[src/rtl/instr_decode_stage_pkg.sv]
// Shared decode definitions: opcode encodings, ARM instruction field positions,
// and the decoded-instruction record passed from decode to the shifter stage.
package instr_decode_stage_pkg;

    localparam logic [4:0] OPC_BRANCH  = 5'b10001;
    localparam logic [4:0] OPC_SDT     = 5'b10000;
    localparam logic [4:0] OPC_ILLEGAL = 5'b11111;

    localparam int COND_LSB   = 28;
    localparam int CLASS_LSB  = 25;
    localparam int DPOP_LSB   = 21;
    localparam int IBIT_POS   = 25;
    localparam int LINK_POS   = 24;
    localparam int SL_POS     = 20;
    localparam int RN_LSB     = 16;
    localparam int RD_LSB     = 12;
    localparam int RM_LSB     = 0;
    localparam int DATA12_LSB = 0;
    localparam int BOFF_LSB   = 0;

    localparam logic [3:0] COND_NV    = 4'b1111;
    localparam logic [2:0] CLS_BRANCH = 3'b101;
    localparam logic [1:0] CLS_SDT    = 2'b01;
    localparam logic [1:0] CLS_DP     = 2'b00;

    typedef enum logic [1:0] {
        IC_DP,
        IC_SDT,
        IC_BRANCH,
        IC_UNDEF
    } instr_class_e;

    typedef struct packed {
        logic [4:0]  opcode;
        logic        imm;
        logic [11:0] data12;
        logic [23:0] branch_offset;
        logic [3:0]  cond;
        logic [3:0]  rn;
        logic [3:0]  rd;
        logic [3:0]  rm;
        logic        set_flags;
        logic        load;
        logic        link;
        logic        illegal;
    } decoded_t;

    // Branch is tested before the 2-bit classes because 3'b101 overlaps none of
    // them, but the NV condition makes any class undecodable.
    function automatic instr_class_e classify(input logic [3:0] cond, input logic [2:0] cls);
        if (cond == COND_NV)
            return IC_UNDEF;
        if (cls == CLS_BRANCH)
            return IC_BRANCH;
        if (cls[2:1] == CLS_SDT)
            return IC_SDT;
        if (cls[2:1] == CLS_DP)
            return IC_DP;
        return IC_UNDEF;
    endfunction

endpackage

[src/rtl/instr_decode_stage_comb.sv]
// Pure combinational decode of a raw ARM instruction word into a decoded_t.
module instr_decode_comb
    import instr_decode_stage_pkg::*;
#(
    parameter logic [4:0] ILLEGAL_OPCODE = OPC_ILLEGAL
) (
    input  logic [31:0] i_instr,
    output decoded_t    o_dec
);

    instr_class_e w_cls;

    assign w_cls = classify(i_instr[COND_LSB +: 4], i_instr[CLASS_LSB +: 3]);

    always_comb begin
        o_dec               = '0;
        o_dec.data12        = i_instr[DATA12_LSB +: 12];
        o_dec.branch_offset = i_instr[BOFF_LSB +: 24];
        o_dec.cond          = i_instr[COND_LSB +: 4];
        o_dec.rn            = i_instr[RN_LSB +: 4];
        o_dec.rd            = i_instr[RD_LSB +: 4];
        o_dec.rm            = i_instr[RM_LSB +: 4];
        unique case (w_cls)
            IC_BRANCH: begin
                o_dec.opcode = OPC_BRANCH;
                o_dec.imm    = i_instr[IBIT_POS];
                o_dec.link   = i_instr[LINK_POS];
            end
            IC_SDT: begin
                o_dec.opcode = OPC_SDT;
                o_dec.imm    = i_instr[IBIT_POS];
                o_dec.load   = i_instr[SL_POS];
            end
            IC_DP: begin
                o_dec.opcode    = {1'b0, i_instr[DPOP_LSB +: 4]};
                o_dec.imm       = i_instr[IBIT_POS];
                o_dec.set_flags = i_instr[SL_POS];
            end
            default: begin
                o_dec.opcode  = ILLEGAL_OPCODE;
                o_dec.illegal = 1'b1;
            end
        endcase
    end

endmodule

[src/rtl/instr_decode_stage.sv]
// Decode stage: decodes on the input side, then holds results in a main register
// (drives outputs) plus a one-deep skid register behind a valid/ready handshake.
module instr_decode_stage
    import instr_decode_stage_pkg::*;
#(
    parameter int         PC_WIDTH       = 32,
    parameter logic [4:0] ILLEGAL_OPCODE = OPC_ILLEGAL
) (
    input  logic                clk,
    input  logic                reset_n,
    input  logic                flush,
    input  logic                in_valid,
    output logic                in_ready,
    input  logic [31:0]         in_instr,
    input  logic [PC_WIDTH-1:0] in_pc,
    output logic                out_valid,
    input  logic                out_ready,
    output logic [4:0]          opcode,
    output logic                immediateOperand,
    output logic [11:0]         data12,
    output logic [23:0]         branchOffset,
    output logic [3:0]          cond,
    output logic [3:0]          rn_addr,
    output logic [3:0]          rd_addr,
    output logic [3:0]          rm_addr,
    output logic                set_flags,
    output logic                load,
    output logic                link,
    output logic                illegal,
    output logic [PC_WIDTH-1:0] out_pc
);

    decoded_t              w_dec;
    logic                  w_accept;
    logic                  w_main_free;

    decoded_t              r_main;
    decoded_t              r_skid;
    logic [PC_WIDTH-1:0]   r_main_pc;
    logic [PC_WIDTH-1:0]   r_skid_pc;
    logic                  r_main_v;
    logic                  r_skid_v;
    logic                  r_in_ready;

    instr_decode_comb #(
        .ILLEGAL_OPCODE (ILLEGAL_OPCODE)
    ) u_decode (
        .i_instr (in_instr),
        .o_dec   (w_dec)
    );

    assign w_accept    = in_valid && r_in_ready;
    // Main can take a new word when it is empty or its word leaves this edge.
    assign w_main_free = !r_main_v || out_ready;

    always_ff @(posedge clk or negedge reset_n) begin
        if (!reset_n) begin
            r_main     <= '0;
            r_skid     <= '0;
            r_main_pc  <= '0;
            r_skid_pc  <= '0;
            r_main_v   <= 1'b0;
            r_skid_v   <= 1'b0;
            r_in_ready <= 1'b1;
        end else if (flush) begin
            r_main_v   <= 1'b0;
            r_skid_v   <= 1'b0;
            r_in_ready <= 1'b1;
        end else if (w_main_free) begin
            if (r_skid_v) begin
                // in_ready is low while skid is full, so nothing new arrives here.
                r_main     <= r_skid;
                r_main_pc  <= r_skid_pc;
                r_main_v   <= 1'b1;
                r_skid_v   <= 1'b0;
                r_in_ready <= 1'b1;
            end else begin
                r_main_v <= w_accept;
                if (w_accept) begin
                    r_main    <= w_dec;
                    r_main_pc <= in_pc;
                end
            end
        end else if (w_accept) begin
            r_skid     <= w_dec;
            r_skid_pc  <= in_pc;
            r_skid_v   <= 1'b1;
            r_in_ready <= 1'b0;
        end
    end

    assign in_ready         = r_in_ready;
    assign out_valid        = r_main_v;
    assign out_pc           = r_main_pc;
    assign opcode           = r_main.opcode;
    assign immediateOperand = r_main.imm;
    assign data12           = r_main.data12;
    assign branchOffset     = r_main.branch_offset;
    assign cond             = r_main.cond;
    assign rn_addr          = r_main.rn;
    assign rd_addr          = r_main.rd;
    assign rm_addr          = r_main.rm;
    assign set_flags        = r_main.set_flags;
    assign load             = r_main.load;
    assign link             = r_main.link;
    assign illegal          = r_main.illegal;

endmodule

[config.mk]
export PLATFORM = sky130hd
export DESIGN_NAME = instr_decode_stage
export DESIGN_NICKNAME = d
export VERILOG_FILES = /design/src/rtl/instr_decode_stage_pkg.sv /design/src/rtl/instr_decode_stage_comb.sv /design/src/rtl/instr_decode_stage.sv
export SDC_FILE = /design/constraint.sdc
export NUM_CORES = 1
export LEC_CHECK = 0
export CAP_MARGIN = 15
export CORE_MARGIN = 4
export CORE_UTILIZATION = 35
export DETAILED_ROUTE_END_ITERATION = 8
export GPL_TIMING_DRIVEN = 0
export HOLD_SLACK_MARGIN = 0.1
export PLACE_DENSITY = 0.68
export SKIP_LAST_GASP = 1
export SLEW_MARGIN = 20
export SYNTH_ARGS = -nofsm -noshare
export SYNTH_HDL_FRONTEND = slang
export SYNTH_SLANG_ARGS = --single-unit
[constraint.sdc]
create_clock -name clk -period 2.35 [get_ports clk]
set_input_delay 0.47 -clock clk [delete_from_list [all_inputs] [get_ports clk]]
set_output_delay 0.47 -clock clk [all_outputs]
set_load 0.01 [all_outputs]
==> run summary, run 1 <==
Measured along the y axis, the die boundary spans 140.7 um. The H-tree level count is 4, and the die area is 19800 um2. In the final layout, the multi-input gates occupy 2226 um2. Of all cell types, the one taking the most synthesized area is sky130_fd_sc_hd__dfrtp_1. For this run the aggregate overflow at the end of global routing stands at 0. The cell sitting at the root of the clock tree is a sky130_fd_sc_hd__clkbuf_16.

The path class of the lowest-slack min-delay path was reg -> reg. The net count after synthesis is 718, and the per-instance average area after synthesis is 9.497 um2. The tools report the source of the worst register-to-register timing path as r_skid_v$_DFFE_PN0P_.

The hold-critical path depth was 2; the gate count of the mapped netlist was 649. The tools report the number of antenna violations at the first check in global routing as 0. The first global-routing pass estimated 27.28 mm of wire. In this run, synthesis produced a sequential element count of 143. Final layout net count: 903.

The run gives 0.4747 GHz as the highest achievable clock rate. The tools report the HPWL reported at the end of detailed placement as 12.00 mm. Setup repair after global routing left no endpoint under its margin. Summed over its instances, the top area cell type makes up 57.65% of the synthesized netlist area.

165 I/O pins were placed. In the final timing run, aggregate negative setup slack is 0 ns. After detailed routing, the average wire length per cell comes to 15.64 um. The headroom to the max-slew limit was 42.76%; the worst-skew pair later-pin latency was 0.42 ns. Buffers placed on the I/O ports in this run total 164.

The average vias per placed instance was 4.699; the number of warnings issued by yosys was 0. By area the synthesized netlist is led by sky130_fd_sc_hd__dfrtp_1, sky130_fd_sc_hd__nand2_1, sky130_fd_sc_hd__mux2i_1. The clock net in this run drives a total of 143 sinks.

Startpoint of the worst hold path: r_skid[53]$_DFFE_PN0P_. For hold timing, the worst endpoint is r_skid[53]$_DFFE_PN0P_. The worst setup path is launched from a primary input. The total placed cells including tap cells was 1039; the number of max-slew violations in the final report was 0. In the routed design, unresolved DRC markers number 0. TritonCTS built the clock tree.

Once the floorplan was initialized, standard cells occupied 35.63% of the core. The iteration count of the initial detailed-routing pass was 7. Across the whole layout, storage elements account for 3580 um2.

The area growth from synthesis to layout is 42.04%. Detailed routing inserted a total of 5033 vias. At the worst endpoint, the arrival time is 2.36 ns.

The core area was 17300 um2; the number of DRC violations after detailed-routing iteration 0 was 235. The run finished with clean final reports. In this run the post-CTS setup repair buffer count came out at 0.

For this run, the total global-route usage over all layers was measured as 17.31%. Walking the worst path, the cells encountered are clkdlybuf4s50_1 -> nor2b_1 -> o21ai_1 -> nor4_1 -> a211oi_1. The most common cell in the synthesized netlist was sky130_fd_sc_hd__nand2_1. The analysis attributes to cell leakage a power of 3.957 nW. The critical path in this run is classified as in -> reg. After synthesis, the share of flip-flops with an asynchronous set or reset is 100.0%.

Clock skew after layout: 0.006831 ns. After filler insertion, the fill cell instance count of the layout stands at 1621. Summing the sequential cell areas from Yosys gives 58.08% of the chip area.

For the number of non-filler instances in the completed layout, the log shows 1071. Entering global routing, the biggest net connects 74 pins. After clock tree synthesis, the clock-pin slew on the worst setup and hold paths is 0.06 ns. The count of nets left with antenna violations once routing finished came out at 0. Broken down by cell family, the worst path's largest delay share belongs to simple AND/OR/NAND/NOR gates. Across the VDD grid, the largest voltage drop is 488.7 uV.

The worst-case register-to-register setup slack was 0.36 ns. The slowest cell on the critical path was sky130_fd_sc_hd__nor4_1. For the number of max-capacitance violations reported, the log shows 0.

The tools report the count of inserted antenna diode cells as 0. Setup violations remaining at the end of the flow were counted as 0. The worst register-to-register path ends at data12[8]$_DFFE_PN0P_. In the synthesized netlist the dominant register cell turns out to be sky130_fd_sc_hd__dfrtp_1. The number of cells on the worst reg-to-reg path is 6.

The fraction of final layout cells with drive strength greater than 1 was 8.629%. The synthesized netlist occupies a cell area of 6163 um2. At the pin with the least slew margin, the transition time is 0.8508 ns. The type of element capturing the critical path was a register. The number of buffers and inverters on the critical path was 1; the unique cell type count in the Yosys netlist was 32.

By count the netlist is led by sky130_fd_sc_hd__nand2_1, sky130_fd_sc_hd__dfrtp_1, sky130_fd_sc_hd__o21ai_0. The clock passes through at most 2 buffers. In this run the horizontal extent of the chip is 140.7 um. The smallest hold slack was 0.4714 ns; the via count of the first global-routing pass was 5102.

Counting flops with a built-in enable in the synthesized netlist gives 0. The clock period could shrink to 2.107 ns. For the final count of hold timing violations, the log shows 0. STA puts the critical path data required time at 2.61 ns. The congestion estimate from routability-driven global placement came to 0.7719.

Buffers inserted during clock tree synthesis total 17. The total length of routed wires is 16.75 mm, and the stage delay of the slowest cell on the critical path is 0.73 ns. The power density over cell area is 891.3 nW/um2, and the overall power consumption is 0.007803 W. The final critical-path share of the clock period is 89.64%, and the largest fanout on the critical path is 7.

The standard-cell row count came out at 48.
[how the worst max path moves through the flow]
| stage | start | end | slack (ns) | depth (start not counted) |
|---|---|---|---|---|
| global route | in_instr[26] | opcode[2]$_DFFE_PN0P_ | 0.15 | 5 |
| global placement | reset_n | out_pc[26]$_DFFE_PN0P_ | -5.09 | 1 |
| CTS | in_valid | data12[8]$_DFFE_PN0P_ | 0.28 | 6 |
| finish | in_instr[26] | opcode[2]$_DFFE_PN0P_ | 0.24 | 5 |
| floorplan | in_ready$_DFFE_PN1P_ | immediateOperand$_DFFE_PN0P_ | 0.63 | 5 |
| detailed placement | in_valid | data12[8]$_DFFE_PN0P_ | -0.18 | 6 |
[stage by stage]
step / cell area (um2) / util [%] / setup slack [ns]
after CTS: 8755 / 50.61 / 0.2769
after global routing: 8755 / 50.61 / 0.1490
after detailed placement: 8119 / 46.94 / -0.1757
after global placement: 8087 / 46.75 / -5.087
after floorplan: 6163 / - / 0.6255
final: 8755 / 50.61 / 0.2435
[logic make-up after synthesis]
logic type             count (synthesis)  share of synthesized area (%)
AOI/OAI and AO/OA                     89                          7.877
buffers and inverters                 64                          5.806
and+or+nand+nor                      294                          18.66
muxes                                 59                          9.582
DFF                                  143                          58.08
[layout make-up]
cell class | count | share of cell area [%]
plain buffers | 62 | 4.002
clock buffers | 23 | 5.688
clock inverters | 8 | 1.458
inverters | 2 | 0.08575
multi-input cells | 442 | 25.43
flip-flops and latches | 143 | 40.89
well taps | 225 | 3.216
repair buffers | 166 | 19.24
[worst min-delay path, stage by stage (launching register included)]
cell and delay (ns):
sky130_fd_sc_hd__dfrtp_1 0.34, sky130_fd_sc_hd__nand2_1 0.05, sky130_fd_sc_hd__nand2_1 0.05
[layout by cell type (no fill, tap or decap), types with 2 or more instances in the layout]
master,synthesis,layout
sky130_fd_sc_hd__buf_4,25,25
sky130_fd_sc_hd__or3_1,2,2
sky130_fd_sc_hd__nand2_1,255,255
sky130_fd_sc_hd__clkinvlp_4,0,2
sky130_fd_sc_hd__a21oi_1,7,7
sky130_fd_sc_hd__mux2i_1,59,59
sky130_fd_sc_hd__a211oi_1,3,3
sky130_fd_sc_hd__dfrtp_1,142,142
sky130_fd_sc_hd__o21ai_0,69,69
sky130_fd_sc_hd__nand2b_1,2,2
sky130_fd_sc_hd__clkbuf_16,0,17
sky130_fd_sc_hd__nor2b_1,5,5
sky130_fd_sc_hd__clkbuf_8,0,5
sky130_fd_sc_hd__nor2_1,16,16
sky130_fd_sc_hd__bufinv_16,0,3
sky130_fd_sc_hd__buf_2,13,13
sky130_fd_sc_hd__inv_1,2,2
sky130_fd_sc_hd__nor3_1,8,8
sky130_fd_sc_hd__clkdlybuf4s50_1,0,163
sky130_fd_sc_hd__clkbuf_1,22,23
sky130_fd_sc_hd__nand4_1,3,3
[routing by layer]
metal	up-vias	wire length [um]	global-route usage, %
met2	135	8178	27.85
met1	2406	7386	22.94
met3	19	889	4.681
met5	-	0	0
li1	2473	-	-
met4	0	293	5.354
[registers in the layout, indices dropped and copies added (netlist names)]
name	count
r_skid	38
load	1
link	1
r_skid_v	1
set_flags	1
branchOffset	13
out_valid	1
opcode	5
out_pc	32
cond	4
data12	11
immediateOperand	1
r_skid_pc	32
illegal	1
in_ready	1
[timing repair]
action / CTS / global route
gates resized for setup: 0 / 0
hold buffers: 1 / 0
setup endpoints to repair: 0 / 0
endpoints found under the hold margin: 70 / 0
[where the power goes]
part	internal [W]	leakage [nW]	switching (W)	total (W)
Clock	0.00181	0.302	0.00103	0.00283
Sequential	0.00298	1.79	0.000302	0.00329
Combinational	0.000949	1.87	0.000734	0.00168
Total	0.00574	3.96	0.00206	0.00780
No activity file was read; power rests on OpenSTA's default activity.
==> run 2: changes to the inputs <==
CELL_PAD_IN_SITES_DETAIL_PLACEMENT = 1   (was default)
CELL_PAD_IN_SITES_GLOBAL_PLACEMENT = 2   (was default)
CORE_UTILIZATION = 29   (was 35)
PLACE_DENSITY = 0.87   (was 0.68)
==> run 2 against run 1 <==
- hold slack hardly changed
- clock skew about the same
- sequential power is essentially flat
- critical path type is now reg -> out
- sequential share of layout area decreased by 0.41 points
- core utilization is 8.4 points lower
- register-to-register slack barely moved
- count of clock-buffer cells in the layout down 4
- largest cell class unchanged
- maximum frequency is 3.8% higher
- first-iteration DRC count fell by 8.1%
==> run summary, run 2 (synthesis results as in run 1) <==
The logs give 0 for the count of inserted antenna diode cells and 0 for the number of antenna violations at the first check in global routing. Root buffer cell: sky130_fd_sc_hd__clkbuf_16. In this run the tightest slew margin relative to its limit is 43.23%. OpenSTA, run right after detailed placement, puts the worst setup slack at -0.1150 ns. The worst hold path terminates at r_skid[3]$_DFFE_PN0P_.

In the routed design, unresolved DRC markers number 0. The die area is 23650 um2, and the number of cells on the worst reg-to-reg path is 6. During placement, the flow inserted port buffers numbering 164.

After detailed routing, the average wire length per cell comes to 17.02 um. The flow ran to the end, and the final reports show no timing, DRC or antenna violations. The overall die height was 153.8 um; the core area was 20960 um2. Register clock-pin slew on the reported worst setup and hold paths: 0.06 ns. The H-tree level count was 4. Across the run, the number of max-cap violations was 0. Of the available clock period, the critical path in the final layout requires 86.35%. For the met3 global-route usage, the log shows 3.687%.

For flop-to-flop paths, the worst setup slack is 0.37 ns. Startpoint of the worst hold path: r_skid[3]$_DFFE_PN0P_. The tools report the total number of vias as 5148. For the clock net sink count, the log shows 143. In this run the critical register-to-register path is launched from r_skid_v$_DFFE_PN0P_. The most critical setup path has its startpoint at in_ready$_DFFE_PN1P_. The smallest clock period supported by the final layout is computed as 2.029 ns. The clock skew after layout was 0.006445 ns; the via count of the first global-routing pass was 5600. In this run the count of I/O pins placed on the die edge is 165.

First-pass GRT wire length: 31.02 mm. Cell area after layout: 8843 um2. The iteration count of the initial detailed-routing pass is 4, and the critical path required time is 1.88 ns. After detailed routing, the total wire length is 19.10 mm. For this block, the initial DRC count from the detailed router was 216. The fraction of final layout cells with drive strength greater than 1 works out to 8.737%. In this run the deepest clock path goes through 2 buffers.

The peak supply drop is 461.9 uV. The floorplan has 53 rows. The slowest stage of the critical path belongs to the cell sky130_fd_sc_hd__clkdlybuf4s50_1. STA classifies the critical path endpoint as a primary output. In the final design database the tool counted 903 nets.

The global-route layer with the greatest usage is met2. The path class of the lowest-slack min-delay path was reg -> reg. The worst setup path is of the reg -> out kind. The tools report the final count of hold timing violations as 0. The kind of cell with the highest combined delay along the critical path is buffers and inverters. Once placement finished, the instance area stood at 8182 um2. Number of buffers and inverters on the critical path: 1. Setup repair after global routing left no endpoint under its margin. TritonCTS built the clock tree. The effective utilization at floorplan is 29.41%, and the actual transition at the worst max-transition pin is 0.8516 ns.

Routability-driven placement finished with a final weighted congestion of 0.7718. The largest single stage delay on the critical path is 0.58 ns. The endpoint identified for the worst register-to-register timing path is data12[8]$_DFFE_PN0P_.

In this run the worst path has a maximum fanout of 5. The tools report the final setup violation count as 0. The area growth from synthesis to layout is 43.48%. The run gives 20.81% as the global routing usage on met1.

The startpoint kind of the worst setup timing path is a register. The logs give 0 for the number of nets still failing antenna checks after routing and 13.73 mm for the HPWL reported at the end of detailed placement. The power density over cell area is 906.5 nW/um2, and the average vias per placed instance is 4.588.

Global routing consumed, over all layers together, 16.42% of the routing resources. Data on the critical path arrives at its endpoint at 1.56 ns. After detailed placement, the design holds a cell count of 1089. The number of clock buffers added by TritonCTS is 17. Highest achievable clock rate: 0.4928 GHz.

Leaving out fill and tap cells, the most frequent cells in the layout are sky130_fd_sc_hd__nand2_1, sky130_fd_sc_hd__clkdlybuf4s50_1, sky130_fd_sc_hd__dfrtp_1, sky130_fd_sc_hd__o21ai_0, sky130_fd_sc_hd__mux2i_1. Leading cell type in the layout, fill and taps excluded: sky130_fd_sc_hd__nand2_1. The hold-critical path depth is 2.

Worst-skew pair later-pin latency: 0.42 ns. Traced cell by cell, the critical path runs through clkdlybuf4s50_1. The die is 153.8 um wide.

The finished layout holds 1122 standard cells, fillers aside. The tools report the number of max-slew violations in the final report as 0. Once routing completed, OpenROAD measured the worst setup slack at 0.3208 ns. The tools report the global route total overflow as 0. The run gives 84 as the maximum number of pins on one net before global-route repair.

The register with the most flip-flops in the layout has 38 of them. The leakage power was 3.966 nW; the global-route track usage on met2 was 27.95%. r_skid holds more flip-flops than any other register.
[run 2: cell types whose count changed in the layout (fill, tap and decap cells not counted), sizes merged]
cell / change
bufinv: +2
inv: +2
clkbuf: -4
clkinvlp: +1
[run 2: cell type report]
type	count	area, um2
Fill cell	2404	12110
Sequential cell	143	3580
Multi-Input combinational cell	442	2226
Timing Repair Buffer	166	1684
Clock buffer	19	442.9
Buffer	62	350.3
Tap cell	275	344.1
Clock inverter	13	209.0
Inverter	2	7.507
[run 2: power breakdown]
part	leakage, nW	internal (W)	switching, W	total, W
clock	0.310	0.00192	0.00109	0.00301
combinational	1.87	0.000949	0.000760	0.00171
sequential	1.79	0.00298	0.000311	0.00329
[run 2: timing repair]
item	4_1_cts	5_1_grt
hold buffers	1	0
hold endpoints to repair	59	0
gates resized for setup	0	0
buffers inserted	0	0
[run 2: per-layer routing]
layer | up-vias | part of all wire [%]
met2 | 90 | 50
met4 | 0 | 1.4
met3 | 16 | 3.9
met5 | - | 0
li1 | 2463 | -
met1 | 2579 | 45
[run 2: how the worst max path moves through the flow]
stage | slack, ns | depth (start not counted) | endpoint
2_1_floorplan | 0.63 | 5 | immediateOperand$_DFFE_PN0P_
3_3_place_gp | -5.47 | 1 | out_pc[24]$_DFFE_PN0P_
3_5_place_dp | -0.11 | 6 | data12[8]$_DFFE_PN0P_
4_1_cts | 0.29 | 1 | in_ready
5_1_grt | 0.15 | 6 | data12[6]$_DFFE_PN0P_
6_report | 0.32 | 1 | in_ready
[run 2: per-stage QoR]
stage	power (W)	utilization (%)	TNS, ns	hold slack (ns)
floorplan	0.004021	-	0	0.1744
global placement	0.005004	38.89	-781.57	0.4578
detailed placement	0.005076	39.04	-3.509	0.4515
CTS	0.008129	42.20	0	0.4741
global route	0.008455	42.20	0	0.4963
finish	0.008017	42.20	0	0.4711
